[src/rtl/adjust_sequencer_pkg.sv]
// Shared definitions for the digital clock front panel: field codes, FSM states,
// key event bundle and a counter-width helper.
package adjust_sequencer_pkg;

    localparam int unsigned NUM_FIELDS = 7;
    localparam int unsigned FLD_W      = 4;
    localparam int unsigned NUM_KEYS   = 4;
    localparam int unsigned KEY_ADD    = 0;

    typedef enum logic [FLD_W-1:0] {
        FLD_SEC    = 4'd0,
        FLD_MIN    = 4'd1,
        FLD_HOUR   = 4'd2,
        FLD_DAY    = 4'd3,
        FLD_MONTH  = 4'd4,
        FLD_YEAR_L = 4'd5,
        FLD_YEAR_H = 4'd6
    } field_e;

    typedef enum logic {
        ST_RUN = 1'b0,
        ST_ADJ = 1'b1
    } state_e;

    // Bit order matches KEY: [3]=clr [2]=mode [1]=next [0]=add
    typedef struct packed {
        logic clr;
        logic mode;
        logic next;
        logic add;
    } key_evt_t;

    function automatic int unsigned cnt_w(input int unsigned n);
        return (n > 1) ? $clog2(n) : 1;
    endfunction

endpackage

[src/rtl/adjust_sequencer_key_debounce.sv]
// One push button: 2-FF synchroniser, debounce filter and a one-cycle press pulse
// on the debounced released->pressed transition.
module adjust_sequencer_key_debounce
    import adjust_sequencer_pkg::*;
#(
    parameter int unsigned DEBOUNCE_CYC = 1_000_000
) (
    input  logic i_clk,
    input  logic i_reset,
    input  logic i_key_n,
    output logic o_level,
    output logic o_press
);

    localparam int unsigned CW = cnt_w(DEBOUNCE_CYC);

    logic [1:0]    r_sync;
    logic [CW-1:0] r_cnt;
    logic          r_level;
    logic          r_press;
    logic          w_in;
    logic          w_flip;

    // Synchronised level is kept in pressed-high polarity
    assign w_in   = r_sync[1];
    assign w_flip = (w_in != r_level) && (r_cnt == CW'(DEBOUNCE_CYC - 1));

    always_ff @(posedge i_clk) begin
        if (i_reset) begin
            r_sync  <= 2'b00;
            r_cnt   <= '0;
            r_level <= 1'b0;
            r_press <= 1'b0;
        end else begin
            r_sync  <= {r_sync[0], ~i_key_n};
            r_press <= w_flip && !r_level;
            if ((w_in == r_level) || w_flip) begin
                r_cnt <= '0;
            end else begin
                r_cnt <= r_cnt + CW'(1);
            end
            if (w_flip) begin
                r_level <= w_in;
            end
        end
    end

    assign o_level = r_level;
    assign o_press = r_press;

endmodule

[src/rtl/adjust_sequencer.sv]
// Front-panel controller: debounced keys drive a RUN/ADJUST FSM that selects the
// field being edited and issues add/clr commands, add auto-repeat and blink.
module adjust_sequencer
    import adjust_sequencer_pkg::*;
#(
    parameter int unsigned DEBOUNCE_CYC = 1_000_000,
    parameter int unsigned HOLD_CYC     = 25_000_000,
    parameter int unsigned REPEAT_CYC   = 5_000_000,
    parameter int unsigned TIMEOUT_CYC  = 500_000_000,
    parameter int unsigned BLINK_CYC    = 12_500_000
) (
    input  logic             CLOCK_50,
    input  logic             reset,
    input  logic [3:0]       KEY,
    output logic             adjust,
    output logic [FLD_W-1:0] select,
    output logic             add,
    output logic             clr,
    output logic             blink
);

    localparam int unsigned HMAX = (HOLD_CYC > REPEAT_CYC) ? HOLD_CYC : REPEAT_CYC;
    localparam int unsigned HW   = cnt_w(HMAX);
    localparam int unsigned TW   = cnt_w(TIMEOUT_CYC);
    localparam int unsigned BW   = cnt_w(BLINK_CYC);

    logic [NUM_KEYS-1:0] w_level;
    logic [NUM_KEYS-1:0] w_press;
    key_evt_t            w_evt;
    logic                w_unused_levels;

    state_e              r_state;
    logic                r_adjust;
    logic [FLD_W-1:0]    r_select;
    logic                r_add;
    logic                r_clr;
    logic                r_blink;
    logic                r_hold_arm;
    logic                r_rep_phase;
    logic [HW-1:0]       r_hold_cnt;
    logic [TW-1:0]       r_tcnt;
    logic [BW-1:0]       r_bcnt;

    logic [HW-1:0]       w_rep_lim;
    logic                w_rep_fire;
    logic                w_timeout;

    for (genvar g = 0; g < NUM_KEYS; g++) begin : g_key
        adjust_sequencer_key_debounce #(
            .DEBOUNCE_CYC (DEBOUNCE_CYC)
        ) u_key_debounce (
            .i_clk   (CLOCK_50),
            .i_reset (reset),
            .i_key_n (KEY[g]),
            .o_level (w_level[g]),
            .o_press (w_press[g])
        );
    end

    // Only the add key's held level matters here
    assign w_unused_levels = ^w_level[NUM_KEYS-1:1];
    assign w_evt           = key_evt_t'(w_press);

    // First repeat waits HOLD_CYC from the press event, later ones REPEAT_CYC apart
    assign w_rep_lim  = r_rep_phase ? HW'(REPEAT_CYC - 1) : HW'(HOLD_CYC - 1);
    assign w_rep_fire = r_hold_arm && w_level[KEY_ADD] && (r_hold_cnt == w_rep_lim);
    assign w_timeout  = !(|w_press) && !w_rep_fire && (r_tcnt == TW'(TIMEOUT_CYC - 1));

    always_ff @(posedge CLOCK_50) begin
        if (reset) begin
            r_state     <= ST_RUN;
            r_adjust    <= 1'b0;
            r_select    <= FLD_SEC;
            r_add       <= 1'b0;
            r_clr       <= 1'b0;
            r_blink     <= 1'b0;
            r_hold_arm  <= 1'b0;
            r_rep_phase <= 1'b0;
            r_hold_cnt  <= '0;
            r_tcnt      <= '0;
            r_bcnt      <= '0;
        end else begin
            r_add <= 1'b0;
            r_clr <= 1'b0;
            case (r_state)
                ST_RUN: begin
                    r_hold_arm <= 1'b0;
                    if (w_evt.mode) begin
                        r_state  <= ST_ADJ;
                        r_adjust <= 1'b1;
                        r_select <= FLD_SEC;
                        r_blink  <= 1'b1;
                        r_bcnt   <= '0;
                        r_tcnt   <= '0;
                    end
                end
                ST_ADJ: begin
                    if (r_bcnt == BW'(BLINK_CYC - 1)) begin
                        r_bcnt  <= '0;
                        r_blink <= ~r_blink;
                    end else begin
                        r_bcnt <= r_bcnt + BW'(1);
                    end
                    r_tcnt <= r_tcnt + TW'(1);

                    if (r_hold_arm) begin
                        if (!w_level[KEY_ADD]) begin
                            r_hold_arm <= 1'b0;
                        end else if (w_rep_fire) begin
                            r_hold_cnt  <= '0;
                            r_rep_phase <= 1'b1;
                        end else begin
                            r_hold_cnt <= r_hold_cnt + HW'(1);
                        end
                    end

                    // Event priority mode > next > clr > add; any of them beats a repeat pulse
                    if (w_evt.mode || w_timeout) begin
                        r_state    <= ST_RUN;
                        r_adjust   <= 1'b0;
                        r_select   <= FLD_SEC;
                        r_blink    <= 1'b0;
                        r_hold_arm <= 1'b0;
                    end else if (w_evt.next) begin
                        r_select   <= (r_select == FLD_YEAR_H) ? FLD_SEC : r_select + FLD_W'(1);
                        r_blink    <= 1'b1;
                        r_bcnt     <= '0;
                        r_tcnt     <= '0;
                        r_hold_arm <= 1'b0;
                    end else if (w_evt.clr) begin
                        r_clr      <= 1'b1;
                        r_tcnt     <= '0;
                        r_hold_arm <= 1'b0;
                    end else if (w_evt.add) begin
                        r_add       <= 1'b1;
                        r_tcnt      <= '0;
                        r_hold_arm  <= 1'b1;
                        r_rep_phase <= 1'b0;
                        r_hold_cnt  <= '0;
                    end else if (w_rep_fire) begin
                        r_add  <= 1'b1;
                        r_tcnt <= '0;
                    end
                end
            endcase
        end
    end

    assign adjust = r_adjust;
    assign select = r_select;
    assign add    = r_add;
    assign clr    = r_clr;
    assign blink  = r_blink;

endmodule
[config.mk]
export PLATFORM = sky130hd
export DESIGN_NAME = adjust_sequencer
export DESIGN_NICKNAME = d
export VERILOG_FILES = /design/src/rtl/adjust_sequencer_pkg.sv /design/src/rtl/adjust_sequencer_key_debounce.sv /design/src/rtl/adjust_sequencer.sv
export SDC_FILE = /design/constraint.sdc
export NUM_CORES = 1
export LEC_CHECK = 0
export BUFFER_PORTS_ARGS = -buffer_cell sky130_fd_sc_hd__buf_4
export CAP_MARGIN = 20
export CORE_MARGIN = 4
export CORE_UTILIZATION = 50
export CTS_CLUSTER_SIZE = 8
export DETAILED_ROUTE_END_ITERATION = 6
export GPL_ROUTABILITY_DRIVEN = 0
export PLACE_DENSITY = 0.68
export SYNTH_ARGS = -nofsm -noshare
export SYNTH_HDL_FRONTEND = slang
export SYNTH_SLANG_ARGS = --single-unit
[constraint.sdc]
create_clock -name CLOCK_50 -period 3.8 [get_ports CLOCK_50]
set_input_delay 0.95 -clock CLOCK_50 [delete_from_list [all_inputs] [get_ports CLOCK_50]]
set_output_delay 0.95 -clock CLOCK_50 [all_outputs]
set_load 0.01 [all_outputs]
==> flow_metrics.py <==
metrics = {
    "sta": {
        "report.final.setup_viol": 0,
        "period_share_pct": 69.10,
        "hold_viol_final": 0,
        "clock.fmax_mhz": 380.8,
        "slew_headroom_pct": 39.73,
        "final.min_clock_period_ps": 2626,
        "rsz0062_at_grt": "false",
        "drv_slew": 0,
        "tightest_slew_ps": 901.8,
        "fin_tns_setup_ps": 0,
        "clock_skew_ps": 15.90,
    },
    "clocking": {
        "cts.path.max_buffers": 2,
        "cts_tree": "yes",
        "hold_buffers": 0,
        "cts_root_buffer": "clkbuf_16",
        "clock_latency_ps": 430,
        "numCtsBuffers": 17,
        "htree_levels": 4,
        "postCtsSetupRepairBufs": 0,
        "ctsResizeCount": 0,
        "clk_pin_slew_ps": 70,
        "clock-sinks": 185,
    },
    "critical_path": {
        "critPathKind": "flop to flop",
        "cp.depth": 7,
        "cp-endpoint": "select[1]",
        "max_stage_delay_ps": 530,
        "ff2ff_path_depth": 7,
        "crit_chain": "ha_1 > nand3_1 > or3_1 > nor3_1 > a21o_1 > a211oi_1 > a2111oi_2",
        "crit_start": "r_tcnt[0]",
        "r2r_start": "r_tcnt[0]",
        "cp_num_buf_inv": 0,
        "worstPathRequired_ps": 4120,
        "r2r-end": "select[1]",
        "r2r_setup_slack_ps": 1170,
        "startpoint_type": "flop",
        "cp.arrival_ps": 2950,
        "crit_path_end_kind": "flop",
        "cp_max_fo": 6,
        "crit_family": "simple AND/OR/NAND/NOR gates",
        "cpMaxStageDelayCell": "nor3_1",
    },
    "global_route": {
        "grt_max_degree": 56,
        "gr-total-overflow": 0,
        "grt_pass1_wl_um": 31150,
        "grt_pass1_vias": 6607,
        "antenna_found_initial": 0,
        "grt_util_all_layers_pct": 18.49,
    },
    "placed_design": {
        "port_buffers": 13,
        "dp_hpwl_um": 11960,
        "placed_cells": 1248,
    },
    "pwr": {
        "ir_worst_vdd_mv": 0.3710,
        "p_sw_share_pct": 22.28,
        "p_leak_uw": 0.003070,
        "seq_power_share_pct": 52.4,
        "combPwrFrac_pct": 1.1,
        "clkPwrFrac_pct": 46.5,
        "switchingPower_uw": 827.4,
        "intPower_uw": 2886,
        "p_per_area_nw_per_um2": 387.0,
    },
    "drt": {
        "first_pass_iters": 5,
        "ant_nets": 0,
        "viasPerCell": 5.721,
        "drcViolationCount": 0,
        "wl_per_cell_um": 14.02,
        "num_vias": 7323,
        "drt-initial-drc-count": 475,
        "routed_wl_um": 17950,
    },
    "die": {
        "fp.dieW_um": 140.0,
        "core-area_um2": 17180,
        "die_area_um2": 19610,
        "rows": 48,
        "num_io_pins": 14,
        "start_util_pct": 50.75,
        "dieHeight_um": 140.0,
    },
    "cells_and_area": {
        "area_delta_synth_final_pct": 10.06,
        "nNetsFinal": 1057,
        "stdcell_count": 1280,
        "final_layout_size_suffix_gt1_share_pct": 6.351,
        "antenna_cells": 0,
    },
    "synth": {
        "synth-main-ff-cell": "dfxtp_1",
        "synth_fp_nets": 1060,
        "synth_seq_area_share_pct": 42.49,
        "syn_inst": 1045,
        "synth_top_cell_by_area": "dfxtp_1",
        "syn_area_per_cell_um2": 8.342,
        "synth_cell_types": 63,
        "synth_top_area_share_pct": 42.49,
        "synth-edff-count": 0,
        "syn_area_um2": 8717,
        "synthTopCellsByArea": "dfxtp_1 (42%), nor2_1 (5.7%), xor2_1 (4.4%)",
        "ys_seq_elements": 185,
        "synth-async-reset-ratio_pct": 0,
        "synth_warnings": 0,
    },
    "run_status": {
        "status": "finished, final reports clean",
    },
    "min_path": {
        "hold_depth": 1,
        "min_path_type": "flop to flop",
    },
    "flow_run": {
        "max-cap-violations": 0,
    },
}
==> cell families (layout without fill, tap and decap cells) <==
group / count (synthesis) / in the layout / share of synthesized area, %
multiplexers: 8 / 8 / 0.9330
adder cells (fa/ha/maj): 9 / 9 / 1.292
AO/OA/AOI/OAI: 196 / 196 / 14.34
AND/OR/NAND/NOR: 499 / 499 / 29.73
flip-flops: 185 / 185 / 42.49
buffers and inverters: 64 / 74 / 2.785
XOR/XNOR: 84 / 84 / 8.440
==> placed cells by master, fill, tap and decap left out, drive strengths merged, types with 8 or more instances in the layout <==
cell	instances
dfxtp	185
nor2	133
nand2	92
o21ai	58
nand3	52
a21oi	49
xor2	44
xnor2	40
nand4	39
and3	31
nor3	29
inv	28
a31oi	24
buf	21
clkbuf	21
nor4	18
or3	16
nand3b	14
and2	14
nor2b	12
and4	10
a22o	9
ha	9
nor4b	8
nor3b	8
==> metal layers <==
metal	vias to the layer above	global-route usage [%]	wire (µm)
met3	14	3.790	591
met4	0	5.405	240
li1	3785	-	-
met1	3421	25.52	8872
met2	103	29.43	8240
met5	-	0	0
==> through the flow <==
step	instance area, µm²	total power, µW	hold WS, ps	utilization [%]	worst slack (ps)
6_report	9594	3713	443.3	55.86	1174
5_1_grt	9594	3852	462.8	55.86	897.2
4_1_cts	9594	3771	446.9	55.86	1145
3_5_place_dp	9012	2033	430.1	52.47	1168
3_3_place_gp	9012	2032	428.3	52.47	1221
2_1_floorplan	8717	2018	413.8	-	1545
==> cells in the mapped netlist, types with 29 or more instances <==
| master | instances |
|---|---|
| nor3_1 | 29 |
| clkbuf_1 | 39 |
| nor2_1 | 133 |
| dfxtp_1 | 185 |
| xor2_1 | 44 |
| o21ai_0 | 57 |
| nand2_1 | 92 |
| a21oi_1 | 49 |
| and3_1 | 31 |
| nand3_1 | 52 |
| nand4_1 | 39 |
| xnor2_1 | 40 |
==> sequential cells by signal, summed over array words and instances, names as in the netlist, 4 cells and up <==
name                          count
r_hold_cnt                       25
select                            4
g_key.u_key_debounce.r_sync       8
r_tcnt                           29
g_key.u_key_debounce.o_press      4
r_bcnt                           24
g_key.u_key_debounce.o_level      4
g_key.u_key_debounce.r_cnt       80
==> final cells by class <==
cell class                      count  area, µm²
Multi-Input combinational cell    796       4791
Clock inverter                     11      101.3
Inverter                           21      78.83
Fill cell                        1644       7582
Tap cell                          225      281.5
Sequential cell                   185       3704
Clock buffer                       21      480.5
Timing Repair Buffer               21      157.7
==> worst min path at each step <==
| stage | slack (ps) | end | from |
|---|---|---|---|
| after floorplan | 410 | g_key[0].u_key_debounce.r_sync[1] | g_key[0].u_key_debounce.r_sync[0] |
| after global placement | 430 | g_key[2].u_key_debounce.r_sync[1] | g_key[2].u_key_debounce.r_sync[0] |
| after detailed placement | 430 | g_key[3].u_key_debounce.r_sync[1] | g_key[3].u_key_debounce.r_sync[0] |
| after CTS | 450 | g_key[2].u_key_debounce.r_sync[1] | g_key[2].u_key_debounce.r_sync[0] |
| after global routing | 460 | g_key[2].u_key_debounce.r_sync[1] | g_key[2].u_key_debounce.r_sync[0] |
| final | 440 | g_key[2].u_key_debounce.r_sync[1] | g_key[2].u_key_debounce.r_sync[0] |
==> power groups by stage <==
stage,Sequential (µW),Clock (µW),Combinational (µW)
after detailed placement,1990,0,42.6
after floorplan,1990,0,28.4
after global placement,1990,0,41.8
after CTS,1950,1780,42.7
after global routing,1950,1860,47.3
final,1950,1730,41.9
Power figures use the tool's default switching activity.
